$ cat src/rtl/tlb_search_arbiter_if.sv
// ---------------------------------------------------------------------------
// tlb_search_arbiter_if
//
// Search port of the joint TLB array. The arbiter drives the lookup key
// (enable, VPN2, ASID); the TLB array returns hit, index and the matching
// entry combinationally in the same cycle that s_en is high.
//
// Parameters:
//   VPN2_W   virtual page-pair number width
//   ASID_W   address-space identifier width
//   IDX_W    TLB index width
//   ENTRY_W  width of one packed TLB entry
//
// Signals:
//   s_en     search enable (arbiter -> TLB)
//   s_vpn2   search VPN2   (arbiter -> TLB)
//   s_asid   search ASID   (arbiter -> TLB)
//   s_found  hit flag      (TLB -> arbiter)
//   s_index  hit index     (TLB -> arbiter)
//   s_entry  hit entry     (TLB -> arbiter)
//
// Modports: master = arbiter side, slave = TLB array side.
// ---------------------------------------------------------------------------
interface tlb_search_arbiter_if #(
  parameter int unsigned VPN2_W  = 19,
  parameter int unsigned ASID_W  = 8,
  parameter int unsigned IDX_W   = 4,
  parameter int unsigned ENTRY_W = 78
);
  logic               s_en;
  logic [VPN2_W-1:0]  s_vpn2;
  logic [ASID_W-1:0]  s_asid;
  logic               s_found;
  logic [IDX_W-1:0]   s_index;
  logic [ENTRY_W-1:0] s_entry;

  modport master (
    output s_en,
    output s_vpn2,
    output s_asid,
    input  s_found,
    input  s_index,
    input  s_entry
  );

  modport slave (
    input  s_en,
    input  s_vpn2,
    input  s_asid,
    output s_found,
    output s_index,
    output s_entry
  );
endinterface

$ cat src/rtl/tlb_search_arbiter.sv
// ---------------------------------------------------------------------------
// tlb_search_arbiter
//
// Shares the single search port of the joint TLB among three requesters:
// the instruction-side TLB buffer (I), the data-side TLB buffer (D) and the
// CP0 TLBP probe (P). Each grant runs one SEARCH cycle on the TLB port and
// returns a one-cycle registered response pulse to its owner in RESP. The
// captured found/index/entry are shared by all requesters.
//
// Build option:
//   ARB_RR_EN  defined   -> I/D arbitration is round-robin (P still wins)
//              undefined -> fixed priority P > D > I, no pointer register
//
// Parameters:
//   VPN2_W, ASID_W, IDX_W, ENTRY_W  (see tlb_search_arbiter_if)
//
// Ports:
//   clk                    rising-edge clock
//   rst                    asynchronous reset, active low
//   i_req/i_vpn2           instruction-side request (level) and key
//   i_rsp_valid            instruction-side response pulse
//   d_req/d_vpn2           data-side request and key
//   d_rsp_valid            data-side response pulse
//   p_req/p_vpn2           TLBP probe request and EntryHi.VPN2
//   p_rsp_valid            probe response pulse
//   flush                  cancels in-flight I/D transactions
//   cp0_asid               EntryHi.ASID, passed straight to the search port
//   srch                   TLB search port (master modport)
//   rsp_found/index/entry  registered search result, held until next capture
// ---------------------------------------------------------------------------
module tlb_search_arbiter #(
  parameter int unsigned VPN2_W  = 19,
  parameter int unsigned ASID_W  = 8,
  parameter int unsigned IDX_W   = 4,
  parameter int unsigned ENTRY_W = 78
) (
  input  logic                clk,
  input  logic                rst,

  input  logic                i_req,
  input  logic [VPN2_W-1:0]   i_vpn2,
  output logic                i_rsp_valid,

  input  logic                d_req,
  input  logic [VPN2_W-1:0]   d_vpn2,
  output logic                d_rsp_valid,

  input  logic                p_req,
  input  logic [VPN2_W-1:0]   p_vpn2,
  output logic                p_rsp_valid,

  input  logic                flush,
  input  logic [ASID_W-1:0]   cp0_asid,

  tlb_search_arbiter_if.master srch,

  output logic                rsp_found,
  output logic [IDX_W-1:0]    rsp_index,
  output logic [ENTRY_W-1:0]  rsp_entry
);

  typedef enum logic [1:0] {
    ST_IDLE   = 2'd0,
    ST_SEARCH = 2'd1,
    ST_RESP   = 2'd2
  } state_t;

  localparam logic [1:0] OWN_NONE = 2'd0;
  localparam logic [1:0] OWN_I    = 2'd1;
  localparam logic [1:0] OWN_D    = 2'd2;
  localparam logic [1:0] OWN_P    = 2'd3;

  // Probe always wins; between I and D the preference bit decides a tie.
  function automatic logic [1:0] pick_winner(input logic pend_i_f,
                                             input logic pend_d_f,
                                             input logic pend_p_f,
                                             input logic prefer_d);
    logic [1:0] w;
    w = OWN_NONE;
    if (pend_p_f)
      w = OWN_P;
    else if (pend_i_f && pend_d_f)
      w = prefer_d ? OWN_D : OWN_I;
    else if (pend_d_f)
      w = OWN_D;
    else if (pend_i_f)
      w = OWN_I;
    return w;
  endfunction

  // Response pulse vector ordered {P, D, I}.
  function automatic logic [2:0] owner_to_vld(input logic [1:0] own);
    logic [2:0] v;
    v = 3'b000;
    case (own)
      OWN_I:   v = 3'b001;
      OWN_D:   v = 3'b010;
      OWN_P:   v = 3'b100;
      default: v = 3'b000;
    endcase
    return v;
  endfunction

  state_t             state_q;
  logic [1:0]         owner_q;
  logic [VPN2_W-1:0]  vpn2_p1;
  logic               s_en_p1;
  logic [2:0]         vld_p2;
  logic               found_p2;
  logic [IDX_W-1:0]   index_p2;
  logic [ENTRY_W-1:0] entry_p2;

  logic               pend_i;
  logic               pend_d;
  logic               pend_p;
  logic               prefer_d;
  logic [1:0]         winner;
  logic [VPN2_W-1:0]  win_vpn2;
  logic               kill;

`ifdef ARB_RR_EN
  // 0 = I preferred on the next I/D tie, 1 = D preferred.
  logic               rr_pref_d_q;
  assign prefer_d = rr_pref_d_q;
`else
  assign prefer_d = 1'b1;
`endif

  // In RESP the current owner drops its req only on the following cycle,
  // so its still-high req must not be counted as a new request.
  always_comb begin
    pend_i = i_req;
    pend_d = d_req;
    pend_p = p_req;
    if (state_q == ST_RESP) begin
      case (owner_q)
        OWN_I:   pend_i = 1'b0;
        OWN_D:   pend_d = 1'b0;
        OWN_P:   pend_p = 1'b0;
        default: ;
      endcase
    end
  end

  assign winner = pick_winner(pend_i, pend_d, pend_p, prefer_d);

  always_comb begin
    win_vpn2 = vpn2_p1;
    case (winner)
      OWN_I:   win_vpn2 = i_vpn2;
      OWN_D:   win_vpn2 = d_vpn2;
      OWN_P:   win_vpn2 = p_vpn2;
      default: win_vpn2 = vpn2_p1;
    endcase
  end

  // Flush abandons only buffer-side transactions; a probe always completes.
  assign kill = flush && (state_q != ST_IDLE) &&
                ((owner_q == OWN_I) || (owner_q == OWN_D));

  always_ff @(posedge clk or negedge rst) begin
    if (!rst) begin
      state_q  <= ST_IDLE;
      owner_q  <= OWN_NONE;
      vpn2_p1  <= '0;
      s_en_p1  <= 1'b0;
      vld_p2   <= 3'b000;
      found_p2 <= 1'b0;
      index_p2 <= '0;
      entry_p2 <= '0;
`ifdef ARB_RR_EN
      rr_pref_d_q <= 1'b0;
`endif
    end else begin
      s_en_p1 <= 1'b0;
      vld_p2  <= 3'b000;
      case (state_q)
        // ---- stage p0 -> p1: arbitrate and latch the winner's key ----
        ST_IDLE: begin
          if (winner != OWN_NONE) begin
            owner_q <= winner;
            vpn2_p1 <= win_vpn2;
            s_en_p1 <= 1'b1;
            state_q <= ST_SEARCH;
          end
        end

        // ---- stage p1 -> p2: capture the TLB result ----
        ST_SEARCH: begin
          if (kill) begin
            owner_q <= OWN_NONE;
            state_q <= ST_IDLE;
          end else begin
            found_p2 <= srch.s_found;
            index_p2 <= srch.s_index;
            entry_p2 <= srch.s_entry;
            vld_p2   <= owner_to_vld(owner_q);
            state_q  <= ST_RESP;
          end
        end

        // ---- stage p2: response delivered, chain the next grant ----
        ST_RESP: begin
          if (kill) begin
            owner_q <= OWN_NONE;
            state_q <= ST_IDLE;
          end else begin
`ifdef ARB_RR_EN
            if (owner_q == OWN_I)
              rr_pref_d_q <= 1'b1;
            else if (owner_q == OWN_D)
              rr_pref_d_q <= 1'b0;
`endif
            if (winner != OWN_NONE) begin
              owner_q <= winner;
              vpn2_p1 <= win_vpn2;
              s_en_p1 <= 1'b1;
              state_q <= ST_SEARCH;
            end else begin
              owner_q <= OWN_NONE;
              state_q <= ST_IDLE;
            end
          end
        end

        default: begin
          owner_q <= OWN_NONE;
          state_q <= ST_IDLE;
        end
      endcase
    end
  end

  assign srch.s_en   = s_en_p1;
  assign srch.s_vpn2 = vpn2_p1;
  assign srch.s_asid = cp0_asid;

  // A flush landing in RESP suppresses an I/D pulse that was already
  // registered; the probe pulse is never masked.
  assign i_rsp_valid = vld_p2[0] & ~flush;
  assign d_rsp_valid = vld_p2[1] & ~flush;
  assign p_rsp_valid = vld_p2[2];

  assign rsp_found = found_p2;
  assign rsp_index = index_p2;
  assign rsp_entry = entry_p2;

endmodule

$ cat src/flat_wrapper.sv
// flat-port wrapper written by rule: the top's interface ports become plain ports
module tlb_search_arbiter_flat 
#(
  parameter int unsigned VPN2_W  = 19,
  parameter int unsigned ASID_W  = 8,
  parameter int unsigned IDX_W   = 4,
  parameter int unsigned ENTRY_W = 78
)
  (clk, rst, i_req, i_vpn2, i_rsp_valid, d_req, d_vpn2, d_rsp_valid, p_req, p_vpn2, p_rsp_valid, flush, cp0_asid, rsp_found, rsp_index, rsp_entry, srch_s_en, srch_s_vpn2, srch_s_asid, srch_s_found, srch_s_index, srch_s_entry);
  tlb_search_arbiter_if #(.VPN2_W(VPN2_W), .ASID_W(ASID_W), .IDX_W(IDX_W), .ENTRY_W(ENTRY_W)) srch_i ();
  input  logic clk;
  input  logic rst;
  input  logic i_req;
  input  logic [VPN2_W-1:0] i_vpn2;
  output logic i_rsp_valid;
  input  logic d_req;
  input  logic [VPN2_W-1:0] d_vpn2;
  output logic d_rsp_valid;
  input  logic p_req;
  input  logic [VPN2_W-1:0] p_vpn2;
  output logic p_rsp_valid;
  input  logic flush;
  input  logic [ASID_W-1:0] cp0_asid;
  output logic rsp_found;
  output logic [IDX_W-1:0] rsp_index;
  output logic [ENTRY_W-1:0] rsp_entry;
  output wire logic [$bits(srch_i.s_en)-1:0] srch_s_en;
  output wire logic [$bits(srch_i.s_vpn2)-1:0] srch_s_vpn2;
  output wire logic [$bits(srch_i.s_asid)-1:0] srch_s_asid;
  input wire logic [$bits(srch_i.s_found)-1:0] srch_s_found;
  input wire logic [$bits(srch_i.s_index)-1:0] srch_s_index;
  input wire logic [$bits(srch_i.s_entry)-1:0] srch_s_entry;
  assign srch_s_en = srch_i.s_en;
  assign srch_s_vpn2 = srch_i.s_vpn2;
  assign srch_s_asid = srch_i.s_asid;
  assign srch_i.s_found = srch_s_found;
  assign srch_i.s_index = srch_s_index;
  assign srch_i.s_entry = srch_s_entry;
  tlb_search_arbiter #(.VPN2_W(VPN2_W), .ASID_W(ASID_W), .IDX_W(IDX_W), .ENTRY_W(ENTRY_W)) u_core (.clk(clk), .rst(rst), .i_req(i_req), .i_vpn2(i_vpn2), .i_rsp_valid(i_rsp_valid), .d_req(d_req), .d_vpn2(d_vpn2), .d_rsp_valid(d_rsp_valid), .p_req(p_req), .p_vpn2(p_vpn2), .p_rsp_valid(p_rsp_valid), .flush(flush), .cp0_asid(cp0_asid), .srch(srch_i), .rsp_found(rsp_found), .rsp_index(rsp_index), .rsp_entry(rsp_entry));
endmodule
$ cat config.mk
export PLATFORM = sky130hd
export DESIGN_NAME = tlb_search_arbiter_flat
export DESIGN_NICKNAME = d
export VERILOG_FILES = /design/src/rtl/tlb_search_arbiter_if.sv /design/src/rtl/tlb_search_arbiter.sv /design/src/flat_wrapper.sv
export SDC_FILE = /design/constraint.sdc
export NUM_CORES = 1
export LEC_CHECK = 0
export CAP_MARGIN = 25
export CORE_ASPECT_RATIO = 1.2
export CORE_UTILIZATION = 42
export CTS_CLUSTER_SIZE = 25
export DETAILED_ROUTE_END_ITERATION = 12
export PLACE_DENSITY = 0.9
export SYNTH_ARGS = -nofsm -noshare
export SYNTH_HDL_FRONTEND = slang
export SYNTH_SLANG_ARGS = --single-unit
$ cat constraint.sdc
create_clock -name clk -period 3.2 [get_ports clk]
set_clock_uncertainty 0.05 [all_clocks]
set_input_delay 0.64 -clock clk [delete_from_list [all_inputs] [get_ports clk]]
set_output_delay 0.64 -clock clk [all_outputs]
set_load 0.05 [all_outputs]
After elaboration in Yosys (flattened, before gate mapping)
Index checks and enable logic that the tools add are counted.
{ "word_totals": {"ff_bits": 110, "input_bits": 154, "out_inout_bits": 114, "word_cells": 64} }
{ "classes": {"n_eq_ne": 11, "muxes": 30, "bitwise": 4, "reduce_logical": 11} }
{ "ops": {"columns": ["operator", "n"], "rows": [
  ["$pmux 19 s3", 1],
  ["$mux 19", 2],
  ["$pmux 19 s2", 1],
  ["$mux 2", 10],
  ["$pmux 2 s3", 2],
  ["$eq 2x2->1 const B", 5],
  ["$mux 1", 10],
  ["$pmux 3 s3", 1],
  ["$eq 2x1->1 const B", 3],
  ["$mux 3", 2],
  ["$reduce_and 2->1", 3],
  ["$reduce_bool 2->1", 3],
  ["$ne 2x1->1 const B", 2],
  ["$logic_and 1x1->1", 3],
  ["$and 1x1->1", 2],
  ["$logic_not 2->1", 1],
  ["$ne 2x2->1 const B", 1],
  ["$not 1->1", 2],
  ["$pmux 1 s2", 1],
  ["$logic_or 1x1->1", 1]
]} }

Logic depth before layout (Yosys ltp)
{ "depth": {"word_depth": 12, "mapped_depth": 8, "depth_no_buf": 6} }

Worst setup path after synthesis
OpenSTA, ideal clock, no wires.
{ "synth_path": {"path_kind": "in2out", "from": "input port flush", "to": "output port d_rsp_valid", "t_arrival_ns": 1.329, "required_time_ns": 2.510, "slack_ns": 1.181, "stages": 1, "path_buffers": 0, "path_cell_list": "nor2b_1"} }
{ "synth_via": {"elab_chain_cells": 2} }
{ "synth_lines": {"columns": ["element", "line", "rtl"], "rows": [
  ["from (decl)", "flat_wrapper.sv:22", "input logic flush;"],
  ["$not 1->1", "tlb_search_arbiter.sv:241", "assign d_rsp_valid = vld_p2[1] & ~flush;"],
  ["$and 1x1->1", "tlb_search_arbiter.sv:241", null],
  ["to (decl)", "flat_wrapper.sv:18", "output logic d_rsp_valid;"]
]} }
No other way between the ends.

Worst setup path in the final report
Same ends and word-level chain as after synthesis.

==> metrics <==
top fanout value on the critical path=3; Setup Buffers After CTS=0; status=completed; global-route wire length before repair=between 20000 and 25000 um; DR vias/cell=a little over 5; post_cts resized=0; CTS root buffer=clkbuf_16; Tmin final=roughly 2700 ps; commonest non-fill, non-tap cell in the layout=clkdlybuf4s50_1; CP arrival=~2000 ps; Final Hold Fails=0; chip height=between 100 and 150 um; share of the yosys chip area belonging to registers=a little under three fifths; Final Cycle Share=a little over four fifths; GRT Total Usage=22.2%; mean post-synth cell area=around 14 um2; First DRT Iteration DRCs=100; Startpoint Class=input pin; total power=between 9 and 10 mW; CTS Sinks=110; drt wl/cell=17.1 um; layout cells sized above 1=about a fifth; final net count=approximately 750; number of diodes=0; worst vdd ir=around 0.00068 V; antenna-violating nets left=0; unique cell type count in the Yosys netlist=27; RSZ-0062 raised after global routing=no; FF+latch count, synth=110; final setup fails=0; R2R depth=6; FF-to-FF setup slack=around 1100 ps; Fin Setup TNS=0 ps; area grow syn2layout=59.9%; area leader, netlist=dfrtp_1; Setup CP Type=input pin to output port; synthesized area=approximately 4800 um2; Max clock buf depth=2; die area=12000 um2; # DRC=0; CTS tree=built; Yosys warnings=0; WL final=12800 um; Worst R2R End=u_core.rsp_entry[34]; largest cells by area after synthesis=dfrtp_1, mux2_2, a32o_1, mux2i_1, o22ai_1; DP HPWL=9860 um; Rows=42; vias in the first global route=~4000; worst hold path type=input pin to asynchronous set/reset pin; clk_lat worst skew=about 340 ps; Inserted Clock Buffers=9; Final Util=between 60% and 70%; pwr/cell area=~1200 nW/um2; I/O pin cnt=between 200 and 300; first drt pass iteration count=4; clock-pin transition on the worst setup and hold timing paths=70 ps; maximum number of pins on one net before global-route repair=slightly above 70; Worst slew margin=~63%; total core area=11100 um2; vias=roughly 3800; WP data required=between 2000 and 3000 ps; post-synth top area share=about 57%; GPL Wtd Cong=between 0.7 and 0.8; Max H-tree Level=3; max-slew violations=0; cts hold-fix bufs=0; Worst Max-Slew Pin Slew=approximately 560 ps; Starting Density=43.5%; Gate Count Post-Synth=approximately 350; hold_ws=around 220 ps; Max-cap violations=0; port buffer count=roughly 250; FMAX=~370 MHz; total grt overflow=0; Horiz. Die Dim=100 um; most frequent cells in the layout=clkdlybuf4s50_1, dfrtp_1, mux2_2; leakage=3.24 nW; Synthesized Nets=between 500 and 600; endpoint type of the worst setup path=output port; Reg-to-Reg Start=u_core.owner_q[0]; initial antenna violation count=0
[sequential cells by signal, summed over array words and instances (netlist names)]
name,count
u_core.srch.s_vpn2,19
u_core.rsp_found,1
u_core.rsp_index,4
u_core.rsp_entry,78
u_core.owner_q,2
u_core.vld_p2,3
u_core.state_q,2
u_core.srch.s_en,1
[layout make-up]
| cell class | count | area [um2] |
|---|---|---|
| tap | 154 | 193 |
| sequential | 110 | 2750 |
| timing repair buffer | 260 | 2600 |
| clock inverter | 5 | 65.1 |
| inverter | 21 | 78.8 |
| multi-input combinational | 187 | 1820 |
| clock buffer | 11 | 243 |
| fill | 818 | 3380 |
[where the power goes]
part / total (mW) / switching, mW / internal, mW
sequential: 2.51 / 0.394 / 2.11
clock: 1.14 / 0.499 / 0.637
combinational: 5.79 / 3.54 / 2.25
total: 9.43 / 4.43 / 5.00
[Yosys cell counts]
cell / count
dfrtp_1: 110
mux2_2: 83
inv_1: 21
o22ai_1: 20
a32o_1: 19
mux2i_1: 19
a21boi_0: 14
buf_4: 14
buf_2: 8
clkbuf_1: 8
ha_1: 6
a21boi_1: 5
a31oi_1: 3
buf_6: 3
nand2_1: 3
and2_1: 2
nand3b_1: 2
nor2b_1: 2
a21o_1: 1
a21oi_1: 1
a32oi_1: 1
and3b_1: 1
nand3b_2: 1
nor2b_2: 1
nor3_1: 1
nor3b_4: 1
o21bai_1: 1
[per-stage QoR]
step / instances / instance area (um2) / worst slack, ps
2_1_floorplan: 351 / 4850 / 1180
3_3_place_gp: 732 / 7450 / 503
3_5_place_dp: 732 / 7450 / 487
4_1_cts: 748 / 7760 / 483
5_1_grt: 748 / 7760 / 458
6_report: 748 / 7760 / 494
[critical path: stages]
cell and delay [ps]:
clkdlybuf4s50_1 440, nor2b_1 120, clkdlybuf4s50_1 810
[cell families (layout without fill, tap and decap cells)]
logic type | Yosys count | count (layout) | share of synthesized area [%]
flip-flops | 110 | 110 | 56.8
AO/OA/AOI/OAI | 65 | 65 | 10.4
adder cells (fa/ha/maj) | 6 | 6 | 1.55
buffers and inverters | 54 | 297 | 5.93
AND/OR/NAND/NOR | 14 | 14 | 2.14
multiplexers | 102 | 102 | 23.2
[how the worst max path moves through the flow]
stage / startpoint / endpoint / slack [ps] / cells after the start
final: flush / d_rsp_valid / 490 / 3
after global routing: flush / d_rsp_valid / 460 / 3
after CTS: flush / d_rsp_valid / 480 / 3
after detailed placement: flush / d_rsp_valid / 490 / 3
after global placement: flush / d_rsp_valid / 500 / 3
after floorplan: flush / d_rsp_valid / 1180 / 1
[layer usage]
metal	GRT usage, %	part of all wire, %	vias to the layer above
li1	-	-	1734
met5	0	0	-
met2	40.3	53	181
met3	6.87	8.1	31
met1	23.2	36	1841
met4	9.78	3.4	0
No activity file was read; power rests on OpenSTA's default activity.
